**src/rtl/fetch_stage.sv**
```systemverilog
//============================================================================
// Module : fetch_stage
// Brief  : RV32I instruction fetch with req/ack memory handshake, IF/ID
//          register, one-entry stall skid and stale-fetch discard.
//          Optional FETCH_MISALIGN_CHECK_EN adds o_misalign.
// Rev    : 1.0  initial release
//============================================================================
`default_nettype none

module fetch_stage #(
   parameter logic [31:0] RESET_PC  = 32'h0000_0000,
   parameter logic [31:0] NOP_INSTR = 32'h0000_0013
) (
   input  logic        i_clk,
   input  logic        i_reset,
   input  logic        i_pc_sel,
   input  logic        i_jump,
   input  logic [31:0] i_alu_data,
   input  logic        i_stall,
   output logic        o_imem_req,
   output logic [31:0] o_imem_addr,
   input  logic        i_imem_ack,
   input  logic [31:0] i_imem_rdata,
   output logic [31:0] o_pc,
   output logic [31:0] o_pc_four,
   output logic [31:0] o_instr,
`ifdef FETCH_MISALIGN_CHECK_EN
   output logic        o_misalign,
`endif
   output logic        o_instr_vld
);

   localparam logic [1:0] S_FETCH = 2'd0;
   localparam logic [1:0] S_WAIT  = 2'd1;
   localparam logic [1:0] S_HOLD  = 2'd2;
   localparam logic [1:0] S_DROP  = 2'd3;

   logic [1:0]  r_state;
   logic [1:0]  w_state_nxt;
   logic [31:0] r_pc;
   logic [31:0] r_saved_tgt;
   logic [31:0] r_skid_pc;
   logic [31:0] r_skid_instr;
   logic [31:0] r_if_pc;
   logic [31:0] r_if_instr;
   logic        r_if_vld;
   logic        w_redirect;
   logic [31:0] w_target;
   logic        w_req;

   assign w_redirect = i_pc_sel | i_jump;

`ifdef FETCH_MISALIGN_CHECK_EN
   assign w_target = {i_alu_data[31:2], 2'b00};

   logic r_misalign;

   always_ff @(posedge i_clk) begin
      if (i_reset)
         r_misalign <= 1'b0;
      else
         r_misalign <= w_redirect & (|i_alu_data[1:0]);
   end

   assign o_misalign = r_misalign;
`else
   assign w_target = i_alu_data;
`endif

   // State register
   always_ff @(posedge i_clk) begin
      if (i_reset)
         r_state <= S_FETCH;
      else
         r_state <= w_state_nxt;
   end

   // Next-state logic
   always_comb begin
      w_state_nxt = r_state;
      case (r_state)
         S_FETCH: begin
            if (!w_redirect && !i_stall && !i_imem_ack)
               w_state_nxt = S_WAIT;
         end
         S_WAIT: begin
            if (i_imem_ack) begin
               if (w_redirect || !i_stall)
                  w_state_nxt = S_FETCH;
               else
                  w_state_nxt = S_HOLD;
            end else if (w_redirect) begin
               w_state_nxt = S_DROP;
            end
         end
         S_HOLD: begin
            if (w_redirect || !i_stall)
               w_state_nxt = S_FETCH;
         end
         S_DROP: begin
            if (i_imem_ack)
               w_state_nxt = S_FETCH;
         end
         default: w_state_nxt = S_FETCH;
      endcase
   end

   // Output logic; the request is masked during the reset cycle
   always_comb begin
      w_req = 1'b0;
      case (r_state)
         S_FETCH: w_req = ~i_stall & ~w_redirect;
         S_WAIT:  w_req = 1'b1;
         S_HOLD:  w_req = 1'b0;
         S_DROP:  w_req = 1'b1;
         default: w_req = 1'b0;
      endcase
      if (i_reset)
         w_req = 1'b0;
   end

   always_ff @(posedge i_clk) begin
      if (i_reset) begin
         r_pc         <= RESET_PC;
         r_saved_tgt  <= 32'h0;
         r_skid_pc    <= 32'h0;
         r_skid_instr <= 32'h0;
         r_if_pc      <= 32'h0;
         r_if_instr   <= NOP_INSTR;
         r_if_vld     <= 1'b0;
      end else begin
         case (r_state)
            S_FETCH: begin
               if (w_redirect) begin
                  r_pc       <= w_target;
                  r_if_vld   <= 1'b0;
                  r_if_instr <= NOP_INSTR;
               end else if (w_req && i_imem_ack) begin
                  r_if_pc    <= r_pc;
                  r_if_instr <= i_imem_rdata;
                  r_if_vld   <= 1'b1;
                  r_pc       <= r_pc + 32'd4;
               end else if (!i_stall) begin
                  r_if_vld <= 1'b0;
               end
            end
            S_WAIT: begin
               if (w_redirect) begin
                  r_if_vld   <= 1'b0;
                  r_if_instr <= NOP_INSTR;
                  if (i_imem_ack)
                     r_pc <= w_target;
                  else
                     r_saved_tgt <= w_target;
               end else if (i_imem_ack) begin
                  if (i_stall) begin
                     r_skid_pc    <= r_pc;
                     r_skid_instr <= i_imem_rdata;
                  end else begin
                     r_if_pc    <= r_pc;
                     r_if_instr <= i_imem_rdata;
                     r_if_vld   <= 1'b1;
                     r_pc       <= r_pc + 32'd4;
                  end
               end else if (!i_stall) begin
                  r_if_vld <= 1'b0;
               end
            end
            S_HOLD: begin
               if (w_redirect) begin
                  r_pc       <= w_target;
                  r_if_vld   <= 1'b0;
                  r_if_instr <= NOP_INSTR;
               end else if (!i_stall) begin
                  r_if_pc    <= r_skid_pc;
                  r_if_instr <= r_skid_instr;
                  r_if_vld   <= 1'b1;
                  r_pc       <= r_pc + 32'd4;
               end
            end
            S_DROP: begin
               // Stale data is discarded; the newest redirect target wins
               r_if_vld   <= 1'b0;
               r_if_instr <= NOP_INSTR;
               if (i_imem_ack)
                  r_pc <= w_redirect ? w_target : r_saved_tgt;
               else if (w_redirect)
                  r_saved_tgt <= w_target;
            end
            default: r_pc <= RESET_PC;
         endcase
      end
   end

   assign o_imem_req  = w_req;
   assign o_imem_addr = r_pc;
   assign o_pc        = r_if_pc;
   assign o_pc_four   = r_if_pc + 32'd4;
   assign o_instr     = r_if_instr;
   assign o_instr_vld = r_if_vld;

endmodule

`default_nettype wire

```
**config.mk**
```make
export PLATFORM = sky130hd
export DESIGN_NAME = fetch_stage
export DESIGN_NICKNAME = d
export VERILOG_FILES = /design/src/rtl/fetch_stage.sv
export SDC_FILE = /design/constraint.sdc
export NUM_CORES = 1
export LEC_CHECK = 0
export ABC_AREA = 0
export CAP_MARGIN = 30
export CORE_ASPECT_RATIO = 1.5
export CORE_MARGIN = 4
export CORE_UTILIZATION = 47
export CTS_BUF_LIST = sky130_fd_sc_hd__clkbuf_8 sky130_fd_sc_hd__clkbuf_16
export CTS_CLUSTER_DIAMETER = 40
export CTS_CLUSTER_SIZE = 24
export DETAILED_ROUTE_END_ITERATION = 7
export PLACE_DENSITY = 0.74
export SYNTH_ARGS = -nofsm -noshare
export SYNTH_HDL_FRONTEND = slang
export SYNTH_SLANG_ARGS = --single-unit
```
**constraint.sdc**
```tcl
create_clock -name i_clk -period 2 [get_ports i_clk]
set_input_delay 0.3 -clock i_clk [delete_from_list [all_inputs] [get_ports i_clk]]
set_output_delay 0.3 -clock i_clk [all_outputs]
set_load 0.01 [all_outputs]
```
==> results.sh <==
export IMPL_avgRoutedWirePerCell_um=16.51
export IMPL_power_per_cell_area_nw_per_um2=700.3
export IMPL_reg2reg_setup_slack_ns=0.05
export IMPL_setup_violators_final=21
export IMPL_grt_ovfl_total=0
export IMPL_core_area_sq_um=19790
export IMPL_tightestPinTransition_ns=0.7063
export IMPL_r2r_end="o_pc[18]"
export IMPL_syn_area_per_cell_sq_um=7.586
export IMPL_port_buffers=199
export IMPL_clock_tree_htree_level_count=4
export IMPL_die_height_um=182.0
export IMPL_worstPathMaxFanout=5
export IMPL_worst_setup_hold_path_clk_slew_ns=0.07
export IMPL_drive_gt1_share_pct=19.90
export IMPL_seq_area_frac_synth_pct=41.13
export IMPL_n_antenna_cell=0
export IMPL_unique_masters_post_synth=58
export IMPL_area_delta_synth_final_pct=44.43
export IMPL_critical_path_startpoint_type="register"
export IMPL_drt_initial_drc_count=591
export IMPL_grt_start_max_net_pins=154
export IMPL_report_final_slew_viol_count=0
export IMPL_timing_final_ws_setup_ns=-0.3890
export IMPL_hold_violations=0
export IMPL_clock_power_share_pct=35.0
export IMPL_ios=200
export IMPL_layout_worst_path_cycle_share_pct=119.4
export IMPL_drv_max_cap_violation_count=0
export IMPL_power_sequential_fraction_pct=43.7
export IMPL_worst_setup_path_startpoint="o_pc[15]"
export IMPL_yosys_warnings=0
export IMPL_timing_reg2reg_worst_path_depth=9
export IMPL_ir_worst_vdd_mv=0.5564
export IMPL_power_combinational_fraction_pct=21.2
export IMPL_num_nets_final=1597
export IMPL_initial_antenna_violation_count=0
export IMPL_status="complete, but fails checks"
export IMPL_fmax_ghz=0.4186
export IMPL_worstPathArrival_ns=2.09
export IMPL_fin_crit_ns=2.389
export IMPL_avgViaCountPerCell=5.555
export IMPL_skew_ns=0.01124
export IMPL_timing_critical_path_mode_cell="nor4_4"
export IMPL_floorplan_initialDensity_pct=47.97
export IMPL_clkSinkCount=195
export IMPL_power_internal_uw=6872
export IMPL_post_syn_area_sq_um=9490
export IMPL_sw_frac_of_total_pct=28.41
export IMPL_stdcell_area_sq_um=13710
export IMPL_route_vias_total=9960
export IMPL_drc_errors=0
export IMPL_preCtsSetupSlack_ns=-0.4035
export IMPL_critical_path_slowest_cell="dfxtp_2"
export IMPL_critical_path_buf_inv_count=3
export IMPL_layout_core_utilization_pct=69.28
export IMPL_max_slew_margin_pct=52.91
export IMPL_ctsRootBufferMaster="clkbuf_16"
export IMPL_drt_antenna_violating_nets=0
export IMPL_crit_type="register to output port"
export IMPL_netSwitchingPower_uw=2727
export IMPL_clock_tree_from_tritoncts="done"
export IMPL_dpl_hpwl_mm=20.19
export IMPL_rows=63
export IMPL_detailedRoute_firstPassIterationCount=7
export IMPL_drt_total_wl_mm=29.61
export IMPL_global_route_usage_total_pct=24.89
export IMPL_critical_path_endpoint="o_pc_four[30]"
export IMPL_synth_fp_nets=1327
export IMPL_number_of_global_route_vias_before_repair=9439
export IMPL_synth_ff_type="dfxtp_1"
export IMPL_cp_top_family="simple AND/OR/NAND/NOR gates"
export IMPL_cpPeakStageDelay_ns=0.33
export IMPL_fill_cells=1610
export IMPL_post_place_cells=1744
export IMPL_min_path_type="primary input to register"
export IMPL_cts_hold_buffers_added=0
export IMPL_synthArstFlopShare_pct=0
export IMPL_cts_inserted_buffers=17
export IMPL_grt_setup_unrepaired="yes"
export IMPL_critical_path_depth=8
export IMPL_netlist_instances=1251
export IMPL_timing_critical_path_to_type="output port"
export IMPL_synth_enable_flop_cells=0
export IMPL_dieWidth_um=124.0
export IMPL_design_die_area_sq_um=22580
export IMPL_p_total_uw=9599
export IMPL_place_congestion=0.9234
export IMPL_clock_path_buffers=2
export IMPL_regToRegStartpoint="r_state[0]"
export IMPL_critical_path_required_ns=1.70
export IMPL_cellLeakagePower_uw=0.004879
export IMPL_final_cell_count_no_fill=1793
export IMPL_grt_first_pass_wirelength_mm=46.03
export IMPL_dpl_cell_area_sq_um=12710
export IMPL_postSynthRegisterBits=195
export IMPL_violations_in_the_final_reports="setup timing"
export IMPL_cells_along_the_critical_path="nand4_1, buf_4, nor4_4, buf_6, nand2_4, nor4_4, xnor2_1, buf_2"
export IMPL_clkLatencyLatePin_ns=0.44
-- area by class of cell --
cell class	count	area, sq um	share of cell area (%)
Clock buffer	17	425.4	3.104
Clock inverter	14	145.1	1.059
Inverter	14	52.55	0.3834
Multi-Input combinational cell	932	5466	39.88
Sequential cell	195	3935	28.71
Tap cell	260	325.3	2.373
Timing Repair Buffer	361	3357	24.49
-- worst min path at each step --
stage                     from         endpoint  slack [ns]  cells after the start
2_1_floorplan  r_saved_tgt[28]  r_saved_tgt[28]        0.43                      2
5_1_grt                i_reset       r_state[1]        0.40                      3
6_report               i_reset       r_state[1]        0.40                      3
4_1_cts                i_reset       r_state[1]        0.38                      3
3_3_place_gp   r_saved_tgt[28]  r_saved_tgt[28]        0.44                      2
3_5_place_dp   r_skid_instr[0]  r_skid_instr[0]        0.44                      2
-- cell usage after synthesis (3+ instances only) --
master | count | area share, %
nor3b_1 | 29 | 2.3
o31ai_1 | 6 | 0.47
buf_2 | 10 | 0.53
and2_1 | 3 | 0.20
and3_1 | 7 | 0.46
a21oi_1 | 193 | 10
nand2b_1 | 3 | 0.20
clkbuf_1 | 87 | 3.4
o21ai_0 | 23 | 1.2
mux2i_1 | 40 | 4.2
ha_1 | 6 | 0.79
a2111oi_0 | 4 | 0.37
o221ai_1 | 6 | 0.55
nand2_1 | 286 | 11
a31oi_1 | 6 | 0.40
o31a_1 | 3 | 0.28
o22ai_1 | 6 | 0.40
nor2b_1 | 9 | 0.59
inv_1 | 13 | 0.51
xor2_1 | 8 | 0.74
o211ai_1 | 10 | 0.79
or3_1 | 35 | 2.3
buf_1 | 11 | 0.44
and4_1 | 4 | 0.37
nand3_1 | 37 | 2.0
nor2_1 | 76 | 3.0
a211oi_1 | 41 | 3.2
o21a_1 | 3 | 0.24
dfxtp_1 | 195 | 41
nor3_1 | 9 | 0.47
o311ai_0 | 3 | 0.28
o32ai_1 | 4 | 0.37
nand4_1 | 16 | 1.1
xnor2_1 | 24 | 2.2
nor4_1 | 5 | 0.33
-- cells by family (layout without fill, tap and decap cells) --
| logic type | count (synthesis) | count (layout) | synth area share, % |
|---|---|---|---|
| buf+inv | 124 | 406 | 5.115 |
| mux | 42 | 42 | 4.456 |
| simple gates | 526 | 526 | 25.17 |
| fa+ha+maj | 6 | 6 | 0.7910 |
| compound gates | 326 | 326 | 20.38 |
| xor+xnor | 32 | 32 | 2.953 |
| flops | 195 | 195 | 41.13 |
-- per-layer routing --
layer  global-route usage, %  share of wire, %
met5                       0                 0
met3                   5.422               6.3
met1                   27.81                37
met2                   45.66                53
met4                   8.421               3.0
-- cell usage in the layout, fill, tap and decap left out, types with 7 or more instances in the layout --
master / n
buf_12: 15
dfxtp_1: 170
clkdlybuf4s50_1: 169
a211oi_1: 41
dfxtp_2: 25
nor3_1: 7
buf_6: 11
nor2_1: 67
a21oi_1: 191
inv_1: 13
nor2_4: 7
nand3_1: 31
nand4_1: 16
xor2_1: 8
o21ai_0: 20
clkbuf_16: 20
mux2i_1: 40
buf_2: 24
nor2b_1: 7
o211ai_1: 10
xnor2_1: 23
nor3b_1: 26
or3_1: 31
buf_4: 134
nand2_1: 279
-- sequential cells by signal, indices dropped and copies added (netlist names) --
| name | count |
|---|---|
| o_imem_addr | 32 |
| o_instr | 32 |
| o_instr_vld | 1 |
| o_pc | 32 |
| r_saved_tgt | 32 |
| r_skid_instr | 32 |
| r_skid_pc | 32 |
| r_state | 2 |
-- power by group through the flow --
| stage | sequential (uW) | clock [uW] | combinational, uW |
|---|---|---|---|
| floorplan | 4390 | 0 | 770 |
| global placement | 4270 | 0 | 1960 |
| detailed placement | 4280 | 0 | 1990 |
| CTS | 4190 | 3400 | 1950 |
| global route | 4220 | 3560 | 2200 |
| finish | 4200 | 3360 | 2040 |
-- worst reg2reg max path: stages, from the launching register on --
cell,delay [ns]
dfxtp_2,0.34
inv_1,0.08
ha_2,0.26
buf_4,0.13
o21ai_1,0.05
buf_4,0.15
and3b_4,0.24
buf_12,0.15
clkbuf_16,0.17
a211oi_1,0.28
-- stage by stage --
step | hold WS [ns] | setup TNS, ns
floorplan | 0.4312 | -0.03443
global placement | 0.4392 | -29.73
detailed placement | 0.4446 | -37.90
CTS | 0.3803 | -4.712
global route | 0.3983 | -6.673
finish | 0.3961 | -4.663
-- timing repair --
action,CTS,global route
pin swaps,31,30
setup buffers,12,6
resized for setup,147,52
setup endpoints to repair,45,79
cloned,0,3
No activity file was read; power rests on OpenSTA's default activity.
